### src/rtl/uart_pkg.sv
// Shared UART definitions: receiver state encoding and default frame constants
// used by both the receive and transmit paths.
package uart_pkg;

    typedef enum logic [2:0] {
        RX_IDLE,
        RX_START,
        RX_DATA,
        RX_PARITY,
        RX_STOP
    } rx_state_t;

    localparam int UART_OVERSAMPLE = 16;
    localparam int UART_DATA_BITS  = 8;

endpackage

### src/rtl/uart_baud_tick.sv
// Oversample tick generator: counts 0..BAUD_DIV-1 and pulses tick on the last
// count. A synchronous clear holds the counter at 0.
module uart_baud_tick
    import uart_pkg::*;
#(
    parameter int BAUD_DIV = 27
) (
    input  logic clk,
    input  logic rst_n,
    input  logic clear,
    output logic tick
);

    localparam int CNT_W = (BAUD_DIV > 2) ? $clog2(BAUD_DIV) : 1;
    localparam logic [CNT_W-1:0] LAST = CNT_W'(BAUD_DIV - 1);

    logic [CNT_W-1:0] cnt;

    always_ff @(posedge clk or negedge rst_n) begin
        if (!rst_n) begin
            cnt <= '0;
        end else if (clear || cnt == LAST) begin
            cnt <= '0;
        end else begin
            cnt <= cnt + 1'b1;
        end
    end

    assign tick = (cnt == LAST) && !clear;

endmodule

### src/rtl/uart_rx_oversampled.sv
// UART receiver with 16x oversampling, mid-bit sampling and a one-entry
// valid/ready output buffer. Define UART_RX_PARITY_EN for an even-parity bit.
module uart_rx_oversampled
    import uart_pkg::*;
#(
    parameter int BAUD_DIV   = 27,
    parameter int OVERSAMPLE = UART_OVERSAMPLE,
    parameter int DATA_BITS  = UART_DATA_BITS
) (
    input  logic                 clk,
    input  logic                 rst_n,
    input  logic                 rx_in,
    output logic                 m_valid,
    input  logic                 m_ready,
    output logic [DATA_BITS-1:0] m_data,
    output logic                 m_frame_err,
    output logic                 m_parity_err,
    output logic                 rx_busy,
    output logic                 rx_overrun
);

    localparam int SCNT_W = $clog2(OVERSAMPLE);
    localparam int BCNT_W = $clog2(DATA_BITS);
    localparam logic [SCNT_W-1:0] HALF_LAST = SCNT_W'(OVERSAMPLE / 2 - 1);
    localparam logic [SCNT_W-1:0] FULL_LAST = SCNT_W'(OVERSAMPLE - 1);
    localparam logic [BCNT_W-1:0] BIT_LAST  = BCNT_W'(DATA_BITS - 1);

    logic sync_meta;
    logic sync_line;
    logic line_prev;
    logic fall;

    rx_state_t            state;
    logic [SCNT_W-1:0]    sample_cnt;
    logic [BCNT_W-1:0]    bit_cnt;
    logic [DATA_BITS-1:0] shift;
    logic                 par_err;
    logic                 baud_clear;
    logic                 tick;
    logic                 mid_tick;
    logic                 bit_tick;

    // Idle-high reset values keep a reset release from looking like a start edge.
    always_ff @(posedge clk or negedge rst_n) begin
        if (!rst_n) begin
            sync_meta <= 1'b1;
            sync_line <= 1'b1;
            line_prev <= 1'b1;
        end else begin
            sync_meta <= rx_in;
            sync_line <= sync_meta;
            line_prev <= sync_line;
        end
    end

    assign fall = line_prev && !sync_line;

    assign baud_clear = (state == RX_IDLE);

    uart_baud_tick #(
        .BAUD_DIV (BAUD_DIV)
    ) u_baud_tick (
        .clk   (clk),
        .rst_n (rst_n),
        .clear (baud_clear),
        .tick  (tick)
    );

    assign mid_tick = tick && (sample_cnt == HALF_LAST);
    assign bit_tick = tick && (sample_cnt == FULL_LAST);
    assign rx_busy  = (state != RX_IDLE);

`ifndef UART_RX_PARITY_EN
    assign par_err = 1'b0;
`endif

    always_ff @(posedge clk or negedge rst_n) begin
        if (!rst_n) begin
            state        <= RX_IDLE;
            sample_cnt   <= '0;
            bit_cnt      <= '0;
            shift        <= '0;
            m_valid      <= 1'b0;
            m_data       <= '0;
            m_frame_err  <= 1'b0;
            m_parity_err <= 1'b0;
            rx_overrun   <= 1'b0;
`ifdef UART_RX_PARITY_EN
            par_err      <= 1'b0;
`endif
        end else begin
            rx_overrun <= 1'b0;
            if (m_valid && m_ready) begin
                m_valid <= 1'b0;
            end
            if (tick) begin
                sample_cnt <= sample_cnt + 1'b1;
            end

            case (state)
                RX_IDLE: begin
                    sample_cnt <= '0;
                    bit_cnt    <= '0;
                    if (fall) begin
                        state <= RX_START;
                    end
                end

                // A line that is high again at the start-bit centre was a glitch.
                RX_START: begin
                    if (mid_tick) begin
                        sample_cnt <= '0;
                        state      <= sync_line ? RX_IDLE : RX_DATA;
                    end
                end

                RX_DATA: begin
                    if (bit_tick) begin
                        sample_cnt <= '0;
                        shift      <= {sync_line, shift[DATA_BITS-1:1]};
                        if (bit_cnt == BIT_LAST) begin
                            bit_cnt <= '0;
`ifdef UART_RX_PARITY_EN
                            state   <= RX_PARITY;
`else
                            state   <= RX_STOP;
`endif
                        end else begin
                            bit_cnt <= bit_cnt + 1'b1;
                        end
                    end
                end

`ifdef UART_RX_PARITY_EN
                RX_PARITY: begin
                    if (bit_tick) begin
                        sample_cnt <= '0;
                        par_err    <= (^shift) ^ sync_line;
                        state      <= RX_STOP;
                    end
                end
`endif

                // The slot frees up in the same cycle the consumer takes the old byte.
                RX_STOP: begin
                    if (bit_tick) begin
                        sample_cnt <= '0;
                        state      <= RX_IDLE;
                        if (!m_valid || m_ready) begin
                            m_valid      <= 1'b1;
                            m_data       <= shift;
                            m_frame_err  <= !sync_line;
                            m_parity_err <= par_err;
                        end else begin
                            rx_overrun <= 1'b1;
                        end
                    end
                end

                default: begin
                    state <= RX_IDLE;
                end
            endcase
        end
    end

endmodule

### config.mk
export PLATFORM = sky130hd
export DESIGN_NAME = uart_rx_oversampled
export DESIGN_NICKNAME = d
export VERILOG_FILES = /design/src/rtl/uart_pkg.sv /design/src/rtl/uart_baud_tick.sv /design/src/rtl/uart_rx_oversampled.sv
export SDC_FILE = /design/constraint.sdc
export NUM_CORES = 1
export LEC_CHECK = 0
export CELL_PAD_IN_SITES_DETAIL_PLACEMENT = 1
export CELL_PAD_IN_SITES_GLOBAL_PLACEMENT = 2
export CORE_UTILIZATION = 30
export DETAILED_ROUTE_END_ITERATION = 8
export GPL_TIMING_DRIVEN = 0
export PLACE_DENSITY = 0.63
export REMOVE_ABC_BUFFERS = 1
export SLEW_MARGIN = 20
export SYNTH_ARGS = -nofsm -noshare
export SYNTH_HDL_FRONTEND = slang
export SYNTH_SLANG_ARGS = --single-unit
### constraint.sdc
create_clock -name clk -period 4.9 [get_ports clk]
set_clock_uncertainty 0.05 [all_clocks]
set_input_delay 0.49 -clock clk [delete_from_list [all_inputs] [get_ports clk]]
set_output_delay 0.49 -clock clk [all_outputs]
set_load 0.01 [all_outputs]
## Word-level counts from Yosys, hierarchy flattened

Cells that the tools add are included.

| storage, ports and cells | value |
|---|---|
| input bits | 4 |
| bits in registers | 37 |

| operators by class | value |
|---|---|
| add/subtract/negate cells | 3 |
| mux-type cells | 22 |
| equality and inequality tests | 12 |
| reductions and logical operators | 18 |

Operator list:

| operator | number |
|---|---|
| 3-bit 2-to-1 mux | 7 |
| 4-bit 2-to-1 mux | 3 |
| 3-bit one-hot mux with 4 select lines | 1 |
| 4-bit one-hot mux with 3 select lines | 1 |
| 2-bit inequality test, second input constant | 5 |
| 1-bit 2-to-1 mux | 7 |
| 3-bit equality test, second input constant | 2 |
| 3-bit one-hot mux with 2 select lines | 1 |
| 5-bit by 1-bit adder with 5-bit output, second input constant | 1 |
| 5-bit equality test, second input constant | 1 |
| 1-bit logical AND | 5 |
| 5-bit 2-to-1 mux | 1 |
| 5-bit AND reduction | 1 |
| 4-bit by 1-bit adder with 4-bit output, second input constant | 1 |
| 4-bit by 3-bit equality test with 1-bit output, second input constant | 1 |
| 4-bit equality test, second input constant | 1 |
| 2-bit AND reduction | 2 |
| 3-bit by 1-bit adder with 3-bit output, second input constant | 1 |
| 3-bit by 1-bit equality test with 1-bit output, second input constant | 1 |
| 3-bit by 2-bit equality test with 1-bit output, second input constant | 1 |
| 1-bit zero test | 3 |
| 3-bit zero test | 1 |
| 3-bit AND reduction | 1 |
| 3-bit nonzero test | 1 |
| other kinds (4) | 5 |

## Depth between registers and ports, before layout

Gate-level depths: netlist (run 1).

| depth | value |
|---|---|
| depth after elaboration | 6 |
| mapped depth | 7 |

## By module

A second synthesis (run 1) with hierarchy kept.

| unflattened totals | value |
|---|---|
| cell total of the unflattened synthesis | 126 |
| area total of the unflattened synthesis | 1695.4 µm² |

By module, submodules not included:

| module | area each (µm²) | cells each | times used | sequential area each (µm²) |
|---|---|---|---|---|
| uart_rx_oversampled | 1420.1 | 103 | 1 | 804.5 |
| uart_baud_tick | 275.3 | 23 | 1 | 125.1 |

## Worst setup path before layout (run 1)

No wires, ideal clock.

| path | value |
|---|---|
| path kind | register -> register |
| start | reg u_baud_tick.cnt[0] |
| end | reg shift[4] |
| buffers on the path | 1 |
| data required time | 4.725 ns |
| setup slack | 3.284 ns |
| setup time | 0.125 ns |
| stages on the path, launching flop included | 7 |
| arrival | 1.441 ns |
| period minus slack after synthesis | 1.616 ns |
| cells stage by stage | dfrtp_1 -> inv_1 -> ha_1 -> and4b_4 -> nand4_4 -> buf_6 -> mux2_4 |

| between the ends | value |
|---|---|
| longest elaborated chain between the ends | 4 |

Ends and longest elaborated chain:

| what | RTL line | RTL |
|---|---|---|
| start: declaration | uart_baud_tick.sv:17 | `logic [CNT_W-1:0] cnt;` |
| start signal: assignment | uart_baud_tick.sv:25 | `cnt <= cnt + 1'b1;` |
| 5-bit equality test | uart_baud_tick.sv:29 | `assign tick = (cnt == LAST) && !clear;` |
| 1-bit logical AND | uart_baud_tick.sv:29 |  |
| 1-bit logical AND | uart_rx_oversampled.sv:70 | `assign bit_tick = tick && (sample_cnt == FULL_LAST);` |
| 2-bit AND reduction (no line) | -- |  |
| end signal: assignment | uart_rx_oversampled.sv:120 | `shift <= {sync_line, shift[DATA_BITS-1:1]};` |
| end: declaration | uart_rx_oversampled.sv:36 | `logic [DATA_BITS-1:0] shift;` |

Every way passes these cells.
A chain may end at the register's enable or synchronous reset.

## Final worst setup path (run 1)

| path | value |
|---|---|
| start | reg state[2] |
| end | out rx_busy |

| between the ends | value |
|---|---|
| longest elaborated chain between the ends | 1 |

Ends and longest elaborated chain:

| what | RTL line | RTL |
|---|---|---|
| start: declaration | uart_rx_oversampled.sv:33 | `rx_state_t state;` |
| start signal: assignment | uart_rx_oversampled.sv:113 | `state <= sync_line ? RX_IDLE : RX_DATA;` |
| 3-bit nonzero test | uart_rx_oversampled.sv:71 | `assign rx_busy = (state != RX_IDLE);` |
| end: declaration | uart_rx_oversampled.sv:18 | `output logic rx_busy,` |

Every way passes these cells.

==> key figures, run 1 <==
Hold path
  – Worst min path class: in2async

Run
  – Number of max-cap violations: 0

Synth
  – Yosys warns: 0
  – Register area share after synthesis: 54.6%
  – #FFs+latches synth: 37
  – Post-synth EDFFs: 0
  – Main synth FF type: dfrtp_1
  – Synth cell types: 35
  – Share of flip-flops with an asynchronous set or reset: 100%
  – Mapped Avg Cell Area: 12.3 µm²
  – Post-Syn Area: 1700 µm²
  – Synth Instances: 138

Floorplanning
  – Core Box Area: 5470 µm²
  – DIE AREA: 5980 µm²
  – I/O pin count: 17
  – # rows: 27
  – Die W: 77.3 µm
  – Starting Density: 31.1%
  – DIE HEIGHT: 77.3 µm

Placement
  – Hpwl dp: 2330 µm
  – Gp weighted congestion: 0.692
  – Port Buffers: 15

Worst setup path
  – CP endpoint kind: primary output
  – R2R Path End: bit_cnt[0]
  – CP bufs+invs: 2
  – Worst r2r src: u_baud_tick.cnt[0]
  – Reg2reg path depth: 6
  – Setup CP Type: reg2out
  – Critical Path Max Stage Delay: 0.52 ns
  – CP startpoint kind: flip-flop
  – Required time worst endpoint: 4.36 ns
  – FF-to-FF setup slack: 3.00 ns
  – CP max stage cell: clkdlybuf4s50_1
  – CP Data Arrival Time: 1.92 ns
  – Worst Path Max Fanout: 9
  – Worst-path cell chain: nor3_1 -> inv_1 -> clkdlybuf4s50_1
  – Delay-heaviest family, CP: buffers and inverters

Finish
  – Share of cells above drive strength 1: 25.2%
  – Layout area overhead: 18.7%
  – Antenna Cells: 0
  – Most common cell after layout, fill and taps aside: dfrtp_1
  – Reg area: 930 µm²
  – Fill count: 604
  – NumNets Final: 163
  – Most frequent cells in the layout: dfrtp_1 (34), nor2_1 (14), clkdlybuf4s50_1 (14)
  – Area of the multi-input gates: 697 µm²

Drt
  – Drc violations: 0
  – Met2 WL post-DR: 1720 µm
  – Metal3 WL: 90 µm
  – Via count: 1,062
  – DRT iter0 DRCs: 37
  – Antenna-violating nets left: 0
  – Top layer in use: met4
  – Drt via density: 4.68
  – Met1 wire length: 1350 µm
  – Final WL: 3200 µm
  – Wire length per cell: 14.1 µm
  – Pre-antenna DRT Iters: 2

Timing
  – Crit path time final: 2.46 ns
  – Setup TNS: 0 ns
  – Final hold violation count: 0
  – Final setup fails: 0
  – Fmax: 407 MHz
  – Period Utilization, post-route: 50.1%
  – RSZ-0062 raised after global routing: no
  – Slew Limit Fails: 0
  – Worst hold margin: 0.0960 ns

Outcome
  – Run status: finished clean

Global routing
  – Tot GR Track Use: 12.8%
  – First-pass GRT wire length: 5710 µm
  – Grt total ovfl: 0
  – Pin count of the biggest net entering global routing: 22
  – Initial antenna violation count: 0
  – Vias in the first global route: 1,205

Power
  – Pwr/cell area: 352 nW/µm²
  – P_leak: 0.934 nW
  – Total Power: 712 µW
  – Peak supply drop: 0.152 mV

Clock tree
  – Post-CTS Setup Bufs: 0
  – # resized after CTS: 0
  – CTS tree: yes
  – Reg clk slew, reported paths: 0.07 ns
  – Number of hold buffers added after cts: 0
  – Worst-case clock buffer depth: 2
  – Clk sinks: 37
  – CTS root buffer: clkbuf_8
  – Clock insertion delay at the later pin of the skew report: 0.29 ns
  – CTS H-Tree Depth: 2
  – CTS Buf Count: 5
-- per-layer routing --
metal | vias up | global-route usage (%)
li1 | 502 | -
met1 | 544 | 14.2
met2 | 12 | 21.9
met3 | 4 | 3.65
met4 | 0 | 6.79
met5 | - | 0
-- where the power goes --
group | switching (mW) | leakage, nW | internal, mW | total [mW]
Combinational | 0.0431 | 0.386 | 0.0416 | 0.0848
Sequential | 0.0254 | 0.489 | 0.336 | 0.362
Clock | 0.113 | 0.0585 | 0.152 | 0.266
Total | 0.182 | 0.934 | 0.530 | 0.712
-- cells in the mapped netlist (2+ instances only) --
cell type	count	area share, %
dfrtp_1	34	50
nor2_1	14	3.1
mux2_2	12	7.9
nand3_1	11	3.2
nand2_1	7	1.5
ha_1	5	3.7
inv_1	5	1.1
buf_4	4	1.8
o21ai_0	4	1.2
xor2_1	4	2.1
dfstp_2	3	4.6
mux2_4	3	2.6
a21oi_1	2	0.59
a31oi_1	2	0.73
and2_4	2	1.0
and3_1	2	0.73
buf_6	2	1.3
nand4_4	2	2.5
nor2b_1	2	0.73
nor3_1	2	0.59
xnor2_1	2	1.0
-- per-stage QoR --
step / worst slack, ns / instances / util, % / cell area (µm²)
4_1_cts: 2.41 / 227 / 36.9 / 2020
6_report: 2.44 / 227 / 36.9 / 2020
2_1_floorplan: 3.21 / 131 / - / 1650
3_3_place_gp: 2.41 / 218 / 34.5 / 1890
5_1_grt: 2.25 / 227 / 36.9 / 2020
3_5_place_dp: 2.77 / 219 / 34.9 / 1910
-- state kept, by name, indices dropped and copies added, names as in the netlist --
name,count
m_data,8
shift,8
u_baud_tick.cnt,5
sample_cnt,4
bit_cnt,3
state,3
line_prev,1
m_frame_err,1
m_valid,1
rx_overrun,1
sync_line,1
sync_meta,1
-- worst max-delay path by stage --
stage	start	to	depth (start not counted)
after global placement	rst_n	u_baud_tick.cnt[3]	1
after detailed placement	state[2]	rx_busy	3
final	state[2]	rx_busy	3
after floorplan	u_baud_tick.cnt[0]	bit_cnt[0]	6
after global routing	state[2]	rx_busy	3
after CTS	state[2]	rx_busy	3
-- logic make-up (layout without fill, tap and decap cells) --
| family | after synthesis | count (layout) | synth area share, % |
|---|---|---|---|
| AND/OR/NAND/NOR | 50 | 50 | 18.1 |
| flip-flops | 37 | 37 | 54.6 |
| multiplexers | 16 | 16 | 11.2 |
| buffers and inverters | 12 | 29 | 4.48 |
| AO/OA/AOI/OAI | 11 | 11 | 4.63 |
| XOR/XNOR | 6 | 6 | 3.09 |
| adder cells (fa/ha/maj) | 5 | 5 | 3.67 |
| other | 1 | 1 | 0.220 |
-- layout make-up --
class | instances | area share (%)
timing repair buffer | 16 | 8.54
tap | 72 | 4.46
clock buffer | 5 | 3.41
multi-input combinational | 89 | 34.5
sequential | 37 | 46.0
clock inverter | 3 | 2.17
inverter | 5 | 0.929
No activity file was read; power rests on OpenSTA's default activity.
==> run 2: changes to the inputs <==
--- a/config.mk
+++ b/config.mk
@@ -10,7 +10,7 @@
 export CORE_UTILIZATION = 30
 export DETAILED_ROUTE_END_ITERATION = 8
 export GPL_TIMING_DRIVEN = 0
-export PLACE_DENSITY = 0.63
+export PLACE_DENSITY = 0.65
 export REMOVE_ABC_BUFFERS = 1
 export SLEW_MARGIN = 20
 export SYNTH_ARGS = -nofsm -noshare
==> constraint.sdc (replaced) <==
create_clock -name clk -period 2.2 [get_ports clk]
set_clock_uncertainty 0.05 [all_clocks]
set_input_delay 0.22 -clock clk [delete_from_list [all_inputs] [get_ports clk]]
set_output_delay 0.22 -clock clk [all_outputs]
set_load 0.01 [all_outputs]
==> run 2 against run 1 <==
- clock-buffer cell count did not move
- non-clock buffer count rose by 1
- critical endpoint unchanged
- wire length rose by 0.38%
- hold slack improved by 0.19 ns
- final cell count rose by 0.44%
==> key figures, run 2 (synthesized netlist as in run 1, its figures left out) <==
Timing
  – Final setup fails: 0 (unchanged)
  – RSZ-0062 raised after global routing: no
  – Fmax: 479 MHz
  – Slew Limit Fails: 0 (unchanged)
  – Period Utilization, post-route: 94.8%
  – Crit path time final: 2.09 ns
  – Setup TNS: 0 ns (unchanged)
  – Final hold violation count: 0 (unchanged)

Worst setup path
  – CP endpoint kind: primary output
  – CP Data Arrival Time: 1.82 ns (-0.10 ns)
  – Setup CP Type: reg2out
  – Worst Path Max Fanout: 9 (unchanged)
  – Required time worst endpoint: 1.93 ns (-2.43 ns)
  – CP startpoint kind: flip-flop

Drt
  – Pre-antenna DRT Iters: 2 (unchanged)
  – Antenna-violating nets left: 0 (unchanged)
  – DRT iter0 DRCs: 62 (+68%)
  – Drc violations: 0 (unchanged)
  – Wire length per cell: 14.1 µm (about the same)
  – Final WL: 3210 µm (+0.38%)
  – Via count: 1,061 (-0.094%)
  – Drt via density: 4.65 (-0.53%)

Clock tree
  – Post-CTS Setup Bufs: 0 (unchanged)
  – Clk sinks: 37 (unchanged)
  – Reg clk slew, reported paths: 0.08 ns (about the same)
  – CTS root buffer: clkbuf_8
  – CTS Buf Count: 5 (unchanged)
  – CTS H-Tree Depth: 2 (unchanged)
  – Worst-case clock buffer depth: 2 (unchanged)
  – CTS tree: yes
  – Clock insertion delay at the later pin of the skew report: 0.29 ns (about the same)

Power
  – Total Power: 1.60 mW (+120%)
  – Peak supply drop: 0.337 mV (+120%)
  – P_leak: 0.932 nW (-0.22%)
  – Pwr/cell area: 786 nW/µm² (+120%)

Global routing
  – Initial antenna violation count: 0 (unchanged)
  – Tot GR Track Use: 12.2% (-0.53 points)
  – First-pass GRT wire length: 5720 µm (+0.12%)
  – Grt total ovfl: 0 (unchanged)
  – Vias in the first global route: 1,157 (-4.0%)
  – Pin count of the biggest net entering global routing: 29 (+32%)

Outcome
  – Run status: finished clean

Floorplanning
  – Die W: 77.3 µm (unchanged)
  – Core Box Area: 5470 µm² (unchanged)
  – I/O pin count: 17 (unchanged)
  – Starting Density: 31.1% (unchanged)
  – # rows: 27 (unchanged)
  – DIE AREA: 5980 µm² (unchanged)
  – DIE HEIGHT: 77.3 µm (unchanged)

Finish
  – NumNets Final: 164 (+0.61%)
  – Layout area overhead: 19.6%
  – Fill count: 604 (unchanged)
  – Most common cell after layout, fill and taps aside: dfrtp_1
  – Area of the multi-input gates: 708 µm² (+1.6%)
  – Antenna Cells: 0 (unchanged)
  – Share of cells above drive strength 1: 25.6% (+0.48 points)
  – Most frequent cells in the layout: dfrtp_1 (34), nor2_1 (14), clkdlybuf4s50_1 (14)
  – Reg area: 930 µm² (unchanged)
  – Largest regs: m_data x8, shift x8, u_baud_tick.cnt x5

Placement
  – Port Buffers: 15 (unchanged)
  – Gp weighted congestion: 0.707 (+2.2%)
  – Hpwl dp: 2290 µm (-2.0%)

Hold path
  – Worst min path class: in2async

Run
  – Number of max-cap violations: 0 (unchanged)
## run 2: power by group
part / switching [mW] / internal, mW / total [mW]
registers: 0.0621 / 0.749 / 0.811
logic: 0.102 / 0.0928 / 0.195
clock network: 0.256 / 0.339 / 0.595
total: 0.419 / 1.18 / 1.60
## run 2: what timing repair did
item / 4_1_cts / 5_1_grt
hold endpoints to repair: 9 / 0
hold buffers: 1 / 0
gates resized for setup: 1 / 1
setup endpoints to repair: 1 / 1
## run 2: per-stage QoR
stage,utilization (%),area [µm²],hold WS (ns),std cells,setup WS (ns)
6_report,37.2,2040,0.283,228,0.114
5_1_grt,37.2,2040,0.274,228,0.0441
4_1_cts,37.1,2030,0.277,228,0.0598
3_5_place_dp,34.7,1900,0.0630,219,0.244
3_3_place_gp,34.5,1890,0.298,218,0.00742
2_1_floorplan,-,1650,-0.126,131,0.506
## run 2: layout make-up
| class | count | area share [%] |
|---|---|---|
| sequential | 37 | 45.6 |
| multi-input combinational | 89 | 34.8 |
| timing repair buffer | 17 | 8.60 |
| tap | 72 | 4.42 |
| clock buffer | 5 | 3.38 |
| clock inverter | 3 | 2.27 |
| inverter | 5 | 0.921 |
## run 2: routing by layer
metal,GRT usage [%],up-vias,part of all wire (%)
li1,-,505,-
met1,15.5,534,46
met2,19.8,17,50
met3,3.29,5,3.4
met4,4.53,0,1.1
met5,0,-,0
## run 2: path summary, 6_finish.rpt
kind / start / endpoint / slack [ns] / depth (start not counted)
worst min-delay path: rst_n / u_baud_tick.cnt[4] / 0.28 / 2
min in group clk: rx_in / sync_meta / 0.29 / 1
worst min register to register: sync_meta / sync_line / 0.31 / 0
worst max register to register: u_baud_tick.cnt[0] / bit_cnt[0] / 0.28 / 6
max in group asynchronous: rst_n / line_prev / 1.30 / 3
worst max-delay path: state[2] / rx_busy / 0.11 / 3
## run 2: worst max-delay path, cell delays in order (launching register included)
cell and delay, ns:
dfrtp_1 0.62, nor3_4 0.10, inv_1 0.22, clkdlybuf4s50_1 0.58
==> run 3: changes to the inputs <==
--- a/config.mk
+++ b/config.mk
@@ -10,8 +10,9 @@
 export CORE_UTILIZATION = 30
 export DETAILED_ROUTE_END_ITERATION = 8
 export GPL_TIMING_DRIVEN = 0
-export PLACE_DENSITY = 0.65
+export PLACE_DENSITY = 0.63
 export REMOVE_ABC_BUFFERS = 1
+export SETUP_SLACK_MARGIN = 0.4
 export SLEW_MARGIN = 20
 export SYNTH_ARGS = -nofsm -noshare
 export SYNTH_HDL_FRONTEND = slang
==> constraint.sdc (replaced) <==
create_clock -name clk -period 2.3 [get_ports clk]
set_clock_uncertainty 0.05 [all_clocks]
set_input_delay 0.23 -clock clk [delete_from_list [all_inputs] [get_ports clk]]
set_output_delay 0.23 -clock clk [all_outputs]
set_load 0.01 [all_outputs]
==> run 3 against run 2 <==
- cell area increased by 4.1%
- wire length up 3.0%
- first-iteration DRC count fell by 53%
- clock power down 4.7%
- hold slack improved by 0.0061 ns
- critical path depth rose by 3
- sequential share of layout area decreased by 1.6 points
- register-to-register slack improved by 0.22 ns
- critical path type is now reg2reg
- largest cell class unchanged
- largest power group unchanged
==> key figures, run 3 (synthesized netlist as in run 1, its figures left out) <==
Floorplanning
  – I/O pin count: 17 (unchanged)
  – # rows: 27 (unchanged)
  – DIE HEIGHT: 77.3 µm (unchanged)
  – DIE AREA: 5980 µm² (unchanged)
  – Starting Density: 31.1% (unchanged)
  – Core Box Area: 5470 µm² (unchanged)
  – Die W: 77.3 µm (unchanged)

Worst setup path
  – CP startpoint kind: flip-flop
  – CP Data Arrival Time: 1.93 ns (+0.11 ns)
  – Worst Path Max Fanout: 12 (+3)
  – CP endpoint kind: flip-flop
  – Setup CP Type: reg2reg
  – CP max stage cell: dfrtp_1
  – Required time worst endpoint: 2.43 ns (+0.50 ns)
  – Delay-heaviest family, CP: simple AND/OR/NAND/NOR gates
  – Critical Path Max Stage Delay: 0.41 ns (-0.21 ns)
  – Worst-path cell chain: inv_1 -> ha_1 -> and4b_4 -> nand4_4 -> buf_12 -> mux2_4
  – CP bufs+invs: 2 (unchanged)

Drt
  – Via count: 1,100 (+3.7%)
  – Drc violations: 0 (unchanged)
  – Wire length per cell: 14.0 µm (-0.53%)
  – Drt via density: 4.66 (+0.16%)
  – DRT iter0 DRCs: 29 (-53%)
  – Final WL: 3310 µm (+3.0%)
  – Pre-antenna DRT Iters: 2 (unchanged)
  – Antenna-violating nets left: 0 (unchanged)

Power
  – Peak supply drop: 0.310 mV (-7.9%)
  – P_leak: 0.981 nW (+5.3%)
  – Pwr/cell area: 717 nW/µm² (-8.8%)

Placement
  – Hpwl dp: 2330 µm (+2.0%)
  – Gp weighted congestion: 0.692 (-2.1%)
  – Placed Cells: 219 (unchanged)
  – Port Buffers: 15 (unchanged)

Finish
  – Most common cell after layout, fill and taps aside: dfrtp_1
  – Layout area overhead: 24.5%
  – Reg area: 933 µm² (+0.40%)
  – NumNets Final: 172 (+4.9%)
  – Area of the multi-input gates: 708 µm² (unchanged)
  – Non-Filler Instances: 236 (+3.5%)
  – Fill count: 599 (-0.83%)
  – Antenna Cells: 0 (unchanged)
  – Final core utilization: 38.8% (+1.5 points)
  – Most frequent cells in the layout: dfrtp_1 (31), nor2_1 (14), clkdlybuf4s50_1 (13)
  – Largest regs: m_data x8, shift x8, u_baud_tick.cnt x5
  – Share of cells above drive strength 1: 31.7% (+6.1 points)

Clock tree
  – Clk sinks: 37 (unchanged)
  – CTS Buf Count: 5 (unchanged)
  – Worst-case clock buffer depth: 2 (unchanged)
  – CTS root buffer: clkbuf_8
  – CTS tree: yes
  – Clock insertion delay at the later pin of the skew report: 0.29 ns (about the same)
  – CTS H-Tree Depth: 2 (unchanged)
  – Reg clk slew, reported paths: 0.08 ns (about the same)

Timing
  – Final setup fails: 0 (unchanged)
  – Crit path time final: 1.80 ns
  – Period Utilization, post-route: 78.3%
  – Setup TNS: 0 ns (unchanged)
  – Final hold violation count: 0 (unchanged)
  – Slew Limit Fails: 0 (unchanged)
  – Fmax: 555 MHz
  – RSZ-0062 raised after global routing: no

Run
  – Number of max-cap violations: 0 (unchanged)

Outcome
  – Run status: finished clean

Global routing
  – Grt total ovfl: 0 (unchanged)
  – Tot GR Track Use: 12.9% (+0.71 points)
  – First-pass GRT wire length: 5780 µm (+1.1%)
  – Initial antenna violation count: 0 (unchanged)
  – Pin count of the biggest net entering global routing: 22 (-24%)
  – Vias in the first global route: 1,209 (+4.5%)

Hold path
  – Worst min path class: in2reg
## run 3: cell types whose count changed in the layout (fill, tap and decap cells not counted)
cell             change
clkinv_4             -1
clkdlybuf4s50_1      -1
dlymetal6s2s_1       +1
dfrtp_2              +3
inv_2                +1
inv_1                -1
inv_6                +1
dfrtp_1              -3
clkinvlp_4           -1
clkinv_2             +1
buf_16               +1
buf_4                +7
## run 3: metrics by stage
step                hold WS [ns]  area [µm²]  power, mW  worst slack, ns
floorplan                 -0.116        1650      0.904            0.606
global placement           0.297        1890      0.947           0.0722
detailed placement         0.167        1910      0.972            0.393
CTS                        0.279        2080       1.55            0.372
global route               0.291        2120       1.61            0.417
finish                     0.289        2120       1.52            0.499
## run 3: layout make-up
class,count,share of cell area [%]
Sequential cell,37,44.0
Multi-Input combinational cell,89,33.4
Clock buffer,5,3.24
Clock inverter,3,2.06
Tap cell,72,4.25
Timing Repair Buffer,25,12.2
Inverter,5,0.885
## run 3: where the power goes
| group | switching [mW] | internal [mW] | total, mW | leakage [nW] |
|---|---|---|---|---|
| sequential | 0.0543 | 0.716 | 0.770 | 0.485 |
| clock | 0.243 | 0.325 | 0.567 | 0.0585 |
| combinational | 0.0924 | 0.0898 | 0.182 | 0.437 |
| total | 0.389 | 1.13 | 1.52 | 0.981 |
## run 3: worst reg2reg max path, delay by kind of cell, from the launching register on
family / cells / cell delay [ns]
AND/OR/NAND/NOR: 2 / 0.54
flip-flops: 1 / 0.41
multiplexers: 1 / 0.29
buffers and inverters: 2 / 0.26
adder cells (fa/ha/maj): 1 / 0.14
## run 3: layer usage
metal / vias up / routed length [µm] / track usage [%]
li1: 520 / - / -
met1: 561 / 1390 / 14.7
met2: 13 / 1770 / 22.0
met3: 6 / 103 / 3.65
met4: 0 / 48 / 6.79
met5: - / 0 / 0
## run 3: worst paths after layout
path	from	endpoint	slack, ns	cells after the start
max	u_baud_tick.cnt[0]	shift[4]	0.50	6
min	rx_in	sync_meta	0.29	1
max reg2reg	u_baud_tick.cnt[0]	shift[4]	0.50	6
min reg2reg	sync_meta	sync_line	0.31	0
max in group asynchronous	rst_n	line_prev	1.29	3
min in group asynchronous	rst_n	m_frame_err	0.38	2
## run 3: repair_timing
item | CTS | global route
pin swaps | 1 | 1
hold buffers | 1 | 0
endpoints found under the setup margin | 2 | 1
gates resized for setup | 5 | 2
buffers inserted | 3 | 5
hold endpoints to repair | 15 | 0
==> edit 1: new RTL, flow settings as in run 2 <==
Add a define of `UART_RX_PARITY_EN`.
--- a/src/rtl/uart_rx_oversampled.sv
+++ b/src/rtl/uart_rx_oversampled.sv
@@ -1,5 +1,7 @@
 // UART receiver with 16x oversampling, mid-bit sampling and a one-entry
 // valid/ready output buffer. Define UART_RX_PARITY_EN for an even-parity bit.
+`define UART_RX_PARITY_EN
+
 module uart_rx_oversampled
     import uart_pkg::*;
 #(
Behaviour: no difference found for any inputs over 10 cycles, from zero or initial values and one cycle with rst_n low; that may be too few to reach the edited logic, so the function may still have changed.
==> edit 1 against run 2 <==
- count of clock-buffer cells in the layout up 2
- combinational power down 15%
- power down 5.5%
- sequential cell count up 2
- area after synthesis up 7.6%
- setup slack better by 0.053 ns
- final area up 6.5%
- routed wire length up 5.0%
==> edit 1: results (changes against run 2) <==
Synthesis
  • Synth area leaders: dfrtp_1 49%, mux2_4 11%, dfstp_2 4.3%, xnor2_1 3.8%, ha_1 3.4%
  • Most common library cells after synthesis: 36 x dfrtp_1, 13 x mux2_4, 13 x nand2_1
  • Distinct cell type count after synthesis: 36 (+2.9%)
  • Avg Cell Area, Syn: 13.0 µm² (+5.3%)
  • Async SR Flop Fraction: 100% (unchanged)
  • YS warnings: 0 (unchanged)
  • Sequential fraction of the synthesis area: 53.5% (-1.1 points)

Worst setup path
  • Crit-path max FO: 8 (-1)
  • Slowest cell delay on critical path: 0.51 ns (-0.11 ns)
  • WP data arrival: 1.76 ns (-0.06 ns)
  • Cell family with most CP delay: buffers and inverters
  • Reg2Reg Depth: 5 (-1)
  • FF-to-FF Start: u_baud_tick.cnt[0]
  • Reg2reg end: shift[0]
  • Flop-to-flop setup slack: 0.24 ns (-0.04 ns)
  • Slowest cell on the critical path: dfrtp_1

Global route
  • GR Util met1: 15.3% (-0.20 points)
  • Largest net degree at the start of global routing: 31 (+6.9%)
  • Vias in the first global route: 1192 (+3.0%)
  • Initial antenna violation count: 0 (unchanged)
  • M3 GR Usage: 3.41% (+0.11 points)
  • M2 GR Usage: 19.7% (-0.079 points)
  • Total GRT Usage: 12.3% (+0.12 points)
  • First-pass GRT wire length: 5830 µm (+1.9%)
  • Top Usage Layer GRT: met2

Power and ir drop
  • Worst VDD drop: 290 µV (-14%)
  • Lkg Pwr: 0.989 nW (+6.1%)

Drt
  • Detailed Routing Iterations Pass 1: 3 (+1)
  • Via Count: 1095 (+3.2%)
  • Routed WL per cell: 14.2 µm (+1.0%)
  • Vias per inst: 4.62 (-0.71%)
  • DRT iter0 DRCs: 14 (-77%)

Layout
  • N_diodes: 0 (unchanged)
  • Layout area overhead: 18.4%
  • Ratio of cells with drive above 1 in the final layout: 24.1% (-1.6 points)
  • Fill cell count: 631 (+4.5%)
  • Nets: 170 (+3.7%)
  • Biggest regs: m_data: 8 flops, shift: 8 flops, u_baud_tick.cnt: 5 flops

Placed design
  • Dpl ws: 0.0214 ns (-0.223 ns)
  • Final GP Congestion: 0.746 (+5.5%)
  • HPWL Detailed: 2430 µm (+6.2%)
  • Placed Area: 0.00205 mm² (+8.0%)
  • Buffers on Ports: 16 (+1)
  • Placed insts: 228 (+4.1%)

Worst hold path
  • Worst min path class: input port to asynchronous set/reset pin

Timing
  • Worst hold slack: 0.270 ns (-0.0126 ns)
  • Worst-margin pin slew: around 0.52 ns

Clock network
  • Clock transition at the registers of the reported paths: 0.08 ns (about the same)
  • CTS root buf: clkbuf_8
  • H-tree depth: 2 (unchanged)
  • Max clock buf depth: 2 (unchanged)
  • Number of buffers created by CTS: 5 (unchanged)
  • Post-CTS setup buffers: 0 (unchanged)
  • Clock Latency Late Sink: 0.29 ns (about the same)

Outcome
  • Status: finished clean
-- edit 1: cell count changes in the layout (fill, tap and decap cells not counted), sizes merged, moves of 3 or more --
cell,run 2,this run
nand3,11,7
nor3,2,7
mux2,15,18
nor2,14,10
xnor2,2,8
nand2,7,13
-- edit 1: cells by family after synthesis --
kind of cell	synth area share [%]
simple gates	15.1
xor+xnor	6.97
mux	14.8
flops	53.5
buf+inv	3.21
compound gates	3.01
fa+ha+maj	3.42
-- edit 1: timing repair --
| action | 4_1_cts | 5_1_grt |
|---|---|---|
| endpoints found under the setup margin | 1 | 14 |
| resized for setup | 1 | 2 |
| hold buffers | 1 | 0 |
| endpoints found under the hold margin | 9 | 0 |
-- edit 1: power by group --
| part | switching, mW | leakage [nW] | internal, mW |
|---|---|---|---|
| combinational | 0.0877 | 0.421 | 0.0778 |
| sequential | 0.0594 | 0.519 | 0.768 |
| clock | 0.260 | 0.0489 | 0.259 |
-- edit 1: cell type report --
cell class	count	area share, %
Clock buffer	7	3.98
Clock inverter	1	0.404
Inverter	3	0.519
Multi-Input combinational cell	94	37.1
Sequential cell	39	45.2
Tap cell	75	4.33
Timing Repair Buffer	18	8.54
-- edit 1: worst max-delay path by stage --
stage / start / to / slack, ns
after CTS: u_baud_tick.cnt[0] / shift[0] / 0.01
final: state[1] / rx_busy / 0.17
after detailed placement: u_baud_tick.cnt[0] / m_data[1] / 0.02
after global routing: state[1] / rx_busy / 0.03
after global placement: rst_n / m_data[0] / -0.11
after floorplan: u_baud_tick.cnt[0] / m_data[0] / 0.27
-- edit 1: routing by layer --
layer | vias up | share of wire [%] | wire length, µm
met5 | - | 0 | 0
met4 | 0 | 1.9 | 64
met3 | 8 | 3.2 | 108
met2 | 14 | 48 | 1640
met1 | 551 | 46 | 1570
li1 | 522 | - | -
==> edit 2: new RTL, config.mk and constraints of run 2 <==
Without the edit above. Encoding of `rx_state_t`: now one-hot (5 bits for 5 states).
--- a/src/rtl/uart_pkg.sv
+++ b/src/rtl/uart_pkg.sv
@@ -2,12 +2,12 @@
 // used by both the receive and transmit paths.
 package uart_pkg;
 
-    typedef enum logic [2:0] {
-        RX_IDLE,
-        RX_START,
-        RX_DATA,
-        RX_PARITY,
-        RX_STOP
+    typedef enum logic [4:0] {
+        RX_IDLE   = 5'b00001,
+        RX_START  = 5'b00010,
+        RX_DATA   = 5'b00100,
+        RX_PARITY = 5'b01000,
+        RX_STOP   = 5'b10000
     } rx_state_t;
 
     localparam int UART_OVERSAMPLE = 16;
Formal check against the unedited RTL: no difference found for any inputs over 10 cycles, from zero or initial values and one cycle with rst_n low; not proved beyond that.
==> edit 2 against run 2 <==
- area after synthesis decreased by 0.73%
- sequential cell count increased by 1
- die area is 0.71% lower
- routed wire length up 8.6%
- setup slack better by 0.038 ns
- sequential share of layout area up 0.16 points
- final area rose by 2.5%
Power is not compared: it rests on default switching activity, and its combinational part moved more than twofold at a synthesized area within 25%.
==> edit 2: results (changes against run 2) <==
Drt
  • Detailed Routing Iterations Pass 1: 2 (unchanged)
  • Vias per inst: 4.91 (+5.6%)
  • DRT iter0 DRCs: 36 (-42%)
  • Routed WL per cell: 15.2 µm (+8.1%)

Clock network
  • Clock Latency Late Sink: 0.29 ns (about the same)
  • Clock transition at the registers of the reported paths: 0.07 ns
  • H-tree depth: 2 (unchanged)
  • CTS root buf: clkbuf_8
  • Max clock buf depth: 2 (unchanged)
  • Number of buffers created by CTS: 5 (unchanged)

Global route
  • Largest net degree at the start of global routing: 28 (-3.4%)
  • Vias in the first global route: 1234 (+6.7%)
  • Total GRT Usage: 13.3% (+1.1 points)
  • First-pass GRT wire length: 6090 µm (+6.4%)
  • Initial antenna violation count: 0 (unchanged)

Power and ir drop
  • Worst VDD drop: 485 µV
  • Lkg Pwr: roughly 0.95 nW

Placed design
  • Placed insts: 217 (-0.91%)
  • Final GP Congestion: 0.747 (+5.8%)
  • Placed Area: 0.00193 mm² (+1.6%)
  • Dpl ws: 0.0172 ns (-0.227 ns)
  • Buffers on Ports: 15 (unchanged)
  • HPWL Detailed: 2580 µm (+13%)

Layout
  • Fill cell count: 584 (-3.3%)
  • Biggest regs: m_data: 8 flops, shift: 8 flops, u_baud_tick.cnt: 5 flops
  • Layout area overhead: 23.5%
  • Nets: 167 (+1.8%)
  • Non-filler cells, final: 229 (+0.44%)
  • N_diodes: 0 (unchanged)
  • Ratio of cells with drive above 1 in the final layout: 26.4% (+0.77 points)

Worst setup path
  • Slowest cell on the critical path: dfstp_2
  • Slowest cell delay on critical path: 0.60 ns (-0.02 ns)
  • WP data arrival: 1.78 ns (-0.04 ns)
  • FF-to-FF Start: u_baud_tick.cnt[0]
  • Crit. Startpoint: state[0]
  • Crit-path max FO: 7 (-2)

Worst hold path
  • Min-delay src: rx_in
  • Worst min path class: input port to flop

Synthesis
  • Post-Syn Instances: 133 (-3.6%)
  • Post-synth top area share: 50.3% (+0.37 points)
  • Most common library cells after synthesis: 34 x dfrtp_1, 16 x mux2_2, 9 x nor2_1
  • Synth area leaders: dfrtp_1 50%, mux2_2 11%, dfstp_2 6.2%, ha_1 3.7%, xnor2_1 2.1%
  • Async SR Flop Fraction: 100% (unchanged)
  • YS warnings: 0 (unchanged)
  • Distinct cell type count after synthesis: 44 (+26%)
  • Sequential fraction of the synthesis area: 56.6% (+2.0 points)

Timing
  • Relative slew slack: between 50% and 60%

Outcome
  • Status: finished clean
edit 2: cell types whose count changed after synthesis, sizes merged, moves of 2 or more:
cell,run 2,this run
a21o,0,2
nand3,11,5
or4b,0,2
buf,7,2
nor2,14,10
xnor2,2,4
and2,3,0
nor4b,1,3
edit 2: final cells by class:
cell class	count	share of cell area, %
repair buffers	20	9.47
clock inverters	2	1.80
well taps	70	4.20
multi-input cells	88	34.3
flip-flops and latches	38	45.8
inverters	5	0.959
clock buffers	6	3.48
edit 2: timing repair:
action	in CTS	in global routing
buffers inserted	1	2
endpoints found under the hold margin	11	0
hold buffers	1	0
gates resized for setup	0	4
cloned	0	0
endpoints found under the setup margin	1	21
pin swaps	0	1
edit 2: metrics by stage:
stage | hold slack [ns] | power [mW]
floorplan | -0.126 | 1.18
global placement | 0.296 | 1.30
detailed placement | 0.0869 | 1.34
CTS | 0.272 | 1.96
global route | 0.269 | 2.11
finish | 0.287 | 1.98
edit 2: layer usage:
metal / routed length (µm) / track usage (%) / share of wire, %
met5: 0 / 0 / 0
met1: 1420 / 15.0 / 41
met3: 137 / 4.29 / 3.9
met2: 1810 / 22.7 / 52
met4: 121 / 6.60 / 3.5
edit 2: cell families after synthesis:
family,share of synthesized area (%)
AO/OA/AOI/OAI,7.40
XOR/XNOR,3.63
adder cells (fa/ha/maj),3.70
buffers and inverters,1.92
flip-flops,56.6
multiplexers,11.3
other,0.222
AND/OR/NAND/NOR,15.3
edit 2: worst paths after layout:
path | endpoint | slack (ns) | cells after the start
max | rx_busy | 0.15 | 3
max reg2reg | sample_cnt[0] | 0.19 | 6
min in group asynchronous | shift[0] | 0.30 | 2
min | sync_meta | 0.29 | 1
max in group asynchronous | sync_line | 1.28 | 3
min reg2reg | sync_line | 0.31 | 0
edit 2: worst max-delay path, delay by kind of cell (launching register included):
family	cells	cell delay (ns)
and+or+nand+nor	1	0.30
buffers and inverters	2	0.59
DFF	1	0.60
edit 2: power by group:
group	internal, mW	leakage (nW)	switching, mW	total, mW
clock	0.338	0.0514	0.239	0.577
sequential	0.776	0.506	0.102	0.878
combinational	0.243	0.396	0.284	0.527
